<file path="src/rtl/video_timing_pkg.sv">
// Shared timing types, default 800x600@60 constants and axis-record helpers
// for the video timing generator.
package video_timing_pkg;

    // Storage width of one field in an axis record; wide enough for any CW in use.
    localparam int AXIS_W = 32;

    // Default mode: 800x600@60 with a 40 MHz dot clock.
    localparam int DEF_PCLK_HZ = 40_000_000;
    localparam int DEF_H_VIS   = 800;
    localparam int DEF_H_FP    = 40;
    localparam int DEF_H_SYNC  = 128;
    localparam int DEF_H_BP    = 88;
    localparam int DEF_V_VIS   = 600;
    localparam int DEF_V_FP    = 1;
    localparam int DEF_V_SYNC  = 4;
    localparam int DEF_V_BP    = 23;

    // One axis of timing; vis sits in the LSBs so the packed form is {bp,sync,fp,vis}.
    typedef struct packed {
        logic [AXIS_W-1:0] bp;
        logic [AXIS_W-1:0] sync;
        logic [AXIS_W-1:0] fp;
        logic [AXIS_W-1:0] vis;
    } axis_t;

    function automatic axis_t unpack_axis(input logic [4*AXIS_W-1:0] v);
        return axis_t'(v);
    endfunction

    function automatic logic [4*AXIS_W-1:0] pack_axis(input axis_t a);
        return {a.bp, a.sync, a.fp, a.vis};
    endfunction

    function automatic axis_t make_axis(input int vis, input int fp, input int sync, input int bp);
        axis_t a;
        a.vis  = AXIS_W'(unsigned'(vis));
        a.fp   = AXIS_W'(unsigned'(fp));
        a.sync = AXIS_W'(unsigned'(sync));
        a.bp   = AXIS_W'(unsigned'(bp));
        return a;
    endfunction

endpackage

</file>
<file path="src/rtl/video_timing_gen_axis.sv">
// One axis counter (used for both H and V): counts enabled steps modulo the
// axis total, flags the wrap, and decodes visible/sync regions.
module video_axis_counter
    import video_timing_pkg::*;
#(
    parameter int CW = 16
) (
    input  logic          clk,
    input  logic          rst,
    input  logic          step,
    input  logic [CW+1:0] total,
    input  axis_t         tim,
    output logic [CW-1:0] count,
    output logic          wrap,
    output logic          in_vis_nxt,
    output logic          in_sync
);

    localparam logic [CW+1:0] ONE_X = (CW+2)'(1);

    logic [CW+1:0] cnt_x;
    logic [CW+1:0] nxt_x;
    logic [CW+1:0] vis_x;
    logic [CW+1:0] sync_lo;
    logic [CW+1:0] sync_hi;
    logic [CW-1:0] count_nxt;
    logic          unused_tim;

    assign cnt_x   = (CW+2)'(count);
    assign vis_x   = (CW+2)'(tim.vis);
    assign sync_lo = vis_x + (CW+2)'(tim.fp);
    assign sync_hi = sync_lo + (CW+2)'(tim.sync);

    assign wrap      = step && (cnt_x == total - ONE_X);
    assign count_nxt = !step ? count : (wrap ? '0 : count + CW'(1));
    assign nxt_x     = (CW+2)'(count_nxt);

    // Visibility is judged on the position being loaded; sync on the one being left.
    assign in_vis_nxt = nxt_x < vis_x;
    assign in_sync    = (cnt_x >= sync_lo) && (cnt_x < sync_hi);

    // bp only matters through total; upper field bits are beyond CW.
    assign unused_tim = ^tim;

    // Position counter
    always_ff @(posedge clk) begin
        if (rst) count <= '0;
        else     count <= count_nxt;
    end

endmodule

</file>
<file path="src/rtl/video_timing_gen.sv">
// Parametrised video timing generator: next-pixel counters, lagged de/syncs,
// line/frame strobes and frame-boundary timing reconfiguration.
module video_timing_gen
    import video_timing_pkg::*;
#(
    parameter int CW        = 16,
    parameter int H_VIS     = DEF_H_VIS,
    parameter int H_FP      = DEF_H_FP,
    parameter int H_SYNC    = DEF_H_SYNC,
    parameter int H_BP      = DEF_H_BP,
    parameter int V_VIS     = DEF_V_VIS,
    parameter int V_FP      = DEF_V_FP,
    parameter int V_SYNC    = DEF_V_SYNC,
    parameter int V_BP      = DEF_V_BP,
    parameter int HSYNC_POL = 1,
    parameter int VSYNC_POL = 1
) (
    input  logic          clk,
    input  logic          rst,
    input  logic          pix_en,
    input  logic [4*CW-1:0] cfg_h,
    input  logic [4*CW-1:0] cfg_v,
    input  logic          cfg_valid,
    output logic          cfg_ready,
    output logic [CW-1:0] hcount,
    output logic [CW-1:0] vcount,
    output logic          vis,
    output logic          de,
    output logic          hsync,
    output logic          vsync,
    output logic          line_start,
    output logic          frame_start
);

    localparam logic  HS_ON = (HSYNC_POL != 0);
    localparam logic  VS_ON = (VSYNC_POL != 0);
    localparam axis_t DEF_H = make_axis(H_VIS, H_FP, H_SYNC, H_BP);
    localparam axis_t DEF_V = make_axis(V_VIS, V_FP, V_SYNC, V_BP);

    // Spread each CW-wide field of a config vector into the record layout.
    function automatic axis_t widen(input logic [4*CW-1:0] v);
        logic [4*AXIS_W-1:0] w;
        w = '0;
        for (int i = 0; i < 4; i++) w[i*AXIS_W +: AXIS_W] = AXIS_W'(v[i*CW +: CW]);
        return unpack_axis(w);
    endfunction

    function automatic logic [CW+1:0] total(input axis_t a);
        return (CW+2)'(a.vis) + (CW+2)'(a.fp) + (CW+2)'(a.sync) + (CW+2)'(a.bp);
    endfunction

    axis_t         act_h, act_v, pend_h, pend_v;
    logic          pend_full;
    logic [CW+1:0] ht, vt;
    logic          h_wrap, v_wrap;
    logic          h_vis_nxt, v_vis_nxt;
    logic          h_sync, v_sync;

    assign ht        = total(act_h);
    assign vt        = total(act_v);
    assign cfg_ready = !pend_full;

    video_axis_counter #(.CW(CW)) u_h (
        .clk        (clk),
        .rst        (rst),
        .step       (pix_en),
        .total      (ht),
        .tim        (act_h),
        .count      (hcount),
        .wrap       (h_wrap),
        .in_vis_nxt (h_vis_nxt),
        .in_sync    (h_sync)
    );

    // The vertical axis steps once per enabled line wrap; its wrap is the frame wrap.
    video_axis_counter #(.CW(CW)) u_v (
        .clk        (clk),
        .rst        (rst),
        .step       (h_wrap),
        .total      (vt),
        .tim        (act_v),
        .count      (vcount),
        .wrap       (v_wrap),
        .in_vis_nxt (v_vis_nxt),
        .in_sync    (v_sync)
    );

    // Active/pending timing: accept into the slot, promote only on a frame wrap.
    always_ff @(posedge clk) begin
        if (rst) begin
            act_h     <= DEF_H;
            act_v     <= DEF_V;
            pend_full <= 1'b0;
        end else begin
            if (v_wrap && pend_full) begin
                act_h     <= pend_h;
                act_v     <= pend_v;
                pend_full <= 1'b0;
            end
            if (cfg_valid && !pend_full) begin
                pend_h    <= widen(cfg_h);
                pend_v    <= widen(cfg_v);
                pend_full <= 1'b1;
            end
        end
    end

    // Output stage: vis tracks the new position, de/syncs lag by one enabled cycle.
    always_ff @(posedge clk) begin
        if (rst) begin
            vis         <= 1'b1;
            de          <= 1'b0;
            hsync       <= ~HS_ON;
            vsync       <= ~VS_ON;
            line_start  <= 1'b0;
            frame_start <= 1'b0;
        end else begin
            line_start  <= h_wrap;
            frame_start <= v_wrap;
            if (pix_en) begin
                vis   <= h_vis_nxt && v_vis_nxt;
                de    <= vis;
                hsync <= h_sync ? HS_ON : ~HS_ON;
                vsync <= v_sync ? VS_ON : ~VS_ON;
            end
        end
    end

endmodule
</file>
<file path="config.mk">
export PLATFORM = sky130hd
export DESIGN_NAME = video_timing_gen
export DESIGN_NICKNAME = d
export VERILOG_FILES = /design/src/rtl/video_timing_pkg.sv /design/src/rtl/video_timing_gen_axis.sv /design/src/rtl/video_timing_gen.sv
export SDC_FILE = /design/constraint.sdc
export NUM_CORES = 1
export LEC_CHECK = 0
export CORE_ASPECT_RATIO = 0.6
export CORE_MARGIN = 2
export CORE_UTILIZATION = 44
export CTS_CLUSTER_DIAMETER = 40
export DETAILED_ROUTE_END_ITERATION = 10
export HOLD_SLACK_MARGIN = 0.02
export SYNTH_ARGS = -nofsm -noshare
export SYNTH_HDL_FRONTEND = slang
export SYNTH_SLANG_ARGS = --single-unit
</file>
<file path="constraint.sdc">
create_clock -name clk -period 10 [get_ports clk]
set_clock_uncertainty 0.1 [all_clocks]
set_input_delay 2 -clock clk [delete_from_list [all_inputs] [get_ports clk]]
set_output_delay 2 -clock clk [all_outputs]
set_load 0.01 [all_outputs]
</file>
==> impl_metrics.ini <==
[outcome]
run_status = finished clean

[drt]
vias = 16600
drc = 0
wirelength_um = 60400
drtAntennaViolNets = 0
firstDrtPassIters = 5
vias_per_cell = 5.931
wl_met2_um = 21510
post_drt_wl_per_cell_um = 21.59
drt_iter0_markers = 1501
drt-met1-wl_um = 32280
highest_layer = met5
wl_met3_um = 5469

[min_path]
hold_path_depth = 2
hold_start = act_v[106]
holdPathEnd = act_v[106]
hold_class = reg2reg

[floorplanning]
die-height_um = 165.4
rows = 59
initial_core_util = 0.4432
dieWidth_um = 273.0
dieArea_mm2 = 0.04517
core_area_mm2 = 0.04311
ios = 171

[logic_synthesis]
synthCells = 2065
syn_nets = 2419
ys_seq_area_frac = 0.3761
synth_fa_ha_area_frac = 0.1488
synthMuxAreaShare = 0.007596
synth_edf_count = 128
synth-simple-area-share = 0.1481
syn_area_per_cell_um2 = 9.253
synthXorXnorAreaFrac = 0.05684
yosysUniqueCellTypes = 81
ys.flop_type = dfxtp_1
synth_seq_cells = 295
yosysWarningCount = 0
synth_compound_area_frac = 0.1981
synth_top_family_by_area = compound AO/OA/AOI/OAI gates
syn-cell-area_mm2 = 0.01911
async_flop_share = 0

[clocking]
cts-buffers-inserted = 37
clock-sinks = 295
h-tree-depth = 2
cts_tree = done
hold_buffers = 0
clkTransAtPathRegs_ps = 60
clk_path_buf_depth = 3
cts-root-buf = clkbuf_16
insertion_delay_ps = 560

[sta]
slew_headroom = 0.2892
slew_viol_final = 0
setup_tns_ps = 0
setup_viol = 0
period_share = 0.9274
fmax_mhz = 107.8
fin_crit_ps = 9274
rsz0062_at_grt = false
tightestPinTransition_ps = 1066
hold_violations = 0

[global_route]
grt_pass1_wl_um = 91540
antenna_found_initial = 1
first_global_vias = 15210
grt_max_degree = 80
overflow = 0
grt_usage = 0.2647

[placed_design]
port-buffer-count = 170
hpwl_um = 45930
dp_cells = 2729
place.gp.congestion = 0.9503

[setup_path]
timing.critical_path.buf_inv = 2
r2r-end = vis
cp_max_fo = 16
worstPathArrival_ps = 9660
start_kind = flip-flop
r2r_start = act_h[1]
crit_cells = 41
cpPeakStageDelay_ps = 530
critPathCaptureType = flip-flop
cpLargestDelayFamily = compound AO/OA/AOI/OAI gates
crit_slowest_cell = or4b_1
cp.required_ps = 10380
criticalPathCategory = reg2reg
r2r_slack_ps = 730
r2r.worst_path.cells = 41

[power]
powerDensity_mw_per_mm2 = 125.7
power.share.clock = 0.505
sw_frac_of_total = 0.2322
comb_power_share = 0.040
p_int_uw = 2183
p_seq_frac = 0.455
peakVddDrop_uv = 97.38
switching_power_uw = 660.3
leakagePower_uw = 0.008899

[cells_and_area]
syn_to_final_growth_pct = 18.33
most-common-layout-cells = ha_1, a21oi_1, inv_1
instances_no_fill = 2798
layout.cells.most_common = ha_1
antennaDiodeCount = 0
fin_nets = 2544
drive_gt1_frac = 0.06489

[run]
max_cap_violations = 0
-- registers in the layout, summed over array words and instances, names as in the netlist --
name	flops
act_h	64
act_v	64
de	1
frame_start	1
hsync	1
line_start	1
pend_full	1
pend_h	64
pend_v	64
u_h.count	16
u_v.count	16
vis	1
vsync	1
-- cell families (layout without fill, tap and decap cells) --
family                   count (synthesis)  count (layout)
AND/OR/NAND/NOR                        530             530
AO/OA/AOI/OAI                          572             572
buffers and inverters                  306             460
adder cells (fa/ha/maj)                224             224
flip-flops                             295             295
multiplexers                            14              14
XOR/XNOR                               124             124
-- worst min-delay path, cell delays in order (launching register included) --
cell,delay [ps]
dfxtp_1,310
o31ai_1,60
a21oi_1,50
-- repair_timing --
| item | 4_1_cts | 5_1_grt |
|---|---|---|
| endpoints found under the setup margin | 0 | 1 |
| resized for setup | 0 | 8 |
| buffers inserted | 0 | 1 |
-- routing by layer --
metal / vias to the layer above / global-route usage
li1: 7940 / -
met1: 7998 / 0.4291
met2: 576 / 0.3282
met3: 79 / 0.07895
met4: 2 / 0.05787
met5: - / 0
-- power by group through the flow --
stage	sequential [uW]	combinational (uW)	clock [uW]
final	1290	114	1430
after floorplan	1320	45.0	0
after detailed placement	1320	114	0
after CTS	1290	115	1450
after global placement	1320	113	0
after global routing	1300	123	1500
-- synth_stat cells, types with 4 or more instances --
library cell,number,share of area
and3_1,16,0.0052
mux2i_1,10,0.0052
o41ai_1,4,0.0018
a21boi_0,6,0.0024
or2_2,6,0.0020
nor2b_1,14,0.0046
o2111ai_1,7,0.0032
and4_1,5,0.0023
nand2b_1,16,0.0052
ha_1,216,0.14
a21o_1,45,0.018
or3_1,6,0.0020
buf_1,4,0.00079
o211ai_1,8,0.0031
fa_1,6,0.0063
a31oi_1,13,0.0043
o22ai_1,6,0.0020
buf_2,32,0.0084
dfxtp_1,167,0.17
a211oi_2,9,0.0059
xor2_1,50,0.023
nand4_1,131,0.043
nor2_1,115,0.023
nor3b_1,4,0.0016
a211o_1,4,0.0018
a21oi_2,9,0.0041
and2_1,7,0.0023
nor3_1,58,0.015
nand3_1,48,0.013
o31ai_1,115,0.045
nor4_1,9,0.0029
o21bai_1,13,0.0051
a2111oi_0,10,0.0046
xnor2_1,74,0.034
clkbuf_1,73,0.014
edfxtp_1,128,0.20
o21ai_0,54,0.014
o2bb2ai_1,4,0.0018
o21a_1,16,0.0063
mux2_2,4,0.0024
a211oi_1,20,0.0079
a21oi_1,201,0.053
nand2_1,68,0.013
inv_1,190,0.037
-- worst max path at each step --
stage                  start  end  slack [ps]
floorplan           act_h[0]  vis        2000
CTS                 act_h[0]  vis         380
detailed placement  act_h[0]  vis         450
global route        act_h[1]  vis          40
global placement    act_h[0]  vis         850
finish              act_h[1]  vis         730
-- through the flow --
stage	total power (uW)	util	setup slack (ps)	area [um^2]	hold slack, ps
global placement	1433	0.4936	853.3	21280	356.7
global route	2923	0.5245	37.37	22610	384.4
CTS	2862	0.5235	382.4	22570	372.9
floorplan	1361	-	2000	19110	344.0
detailed placement	1435	0.4936	451.6	21280	361.7
finish	2843	0.5245	726.1	22610	367.9
-- layout make-up --
cell class              instances  area (um^2)
multi-input cells            1464        10750
repair buffers                202         1947
clock buffers                  46        980.9
fillers                      3968        20500
inverters                     190        714.4
well taps                     579        724.4
clock inverters                22        306.5
flip-flops and latches        295         7191
Power figures use the tool's default switching activity.
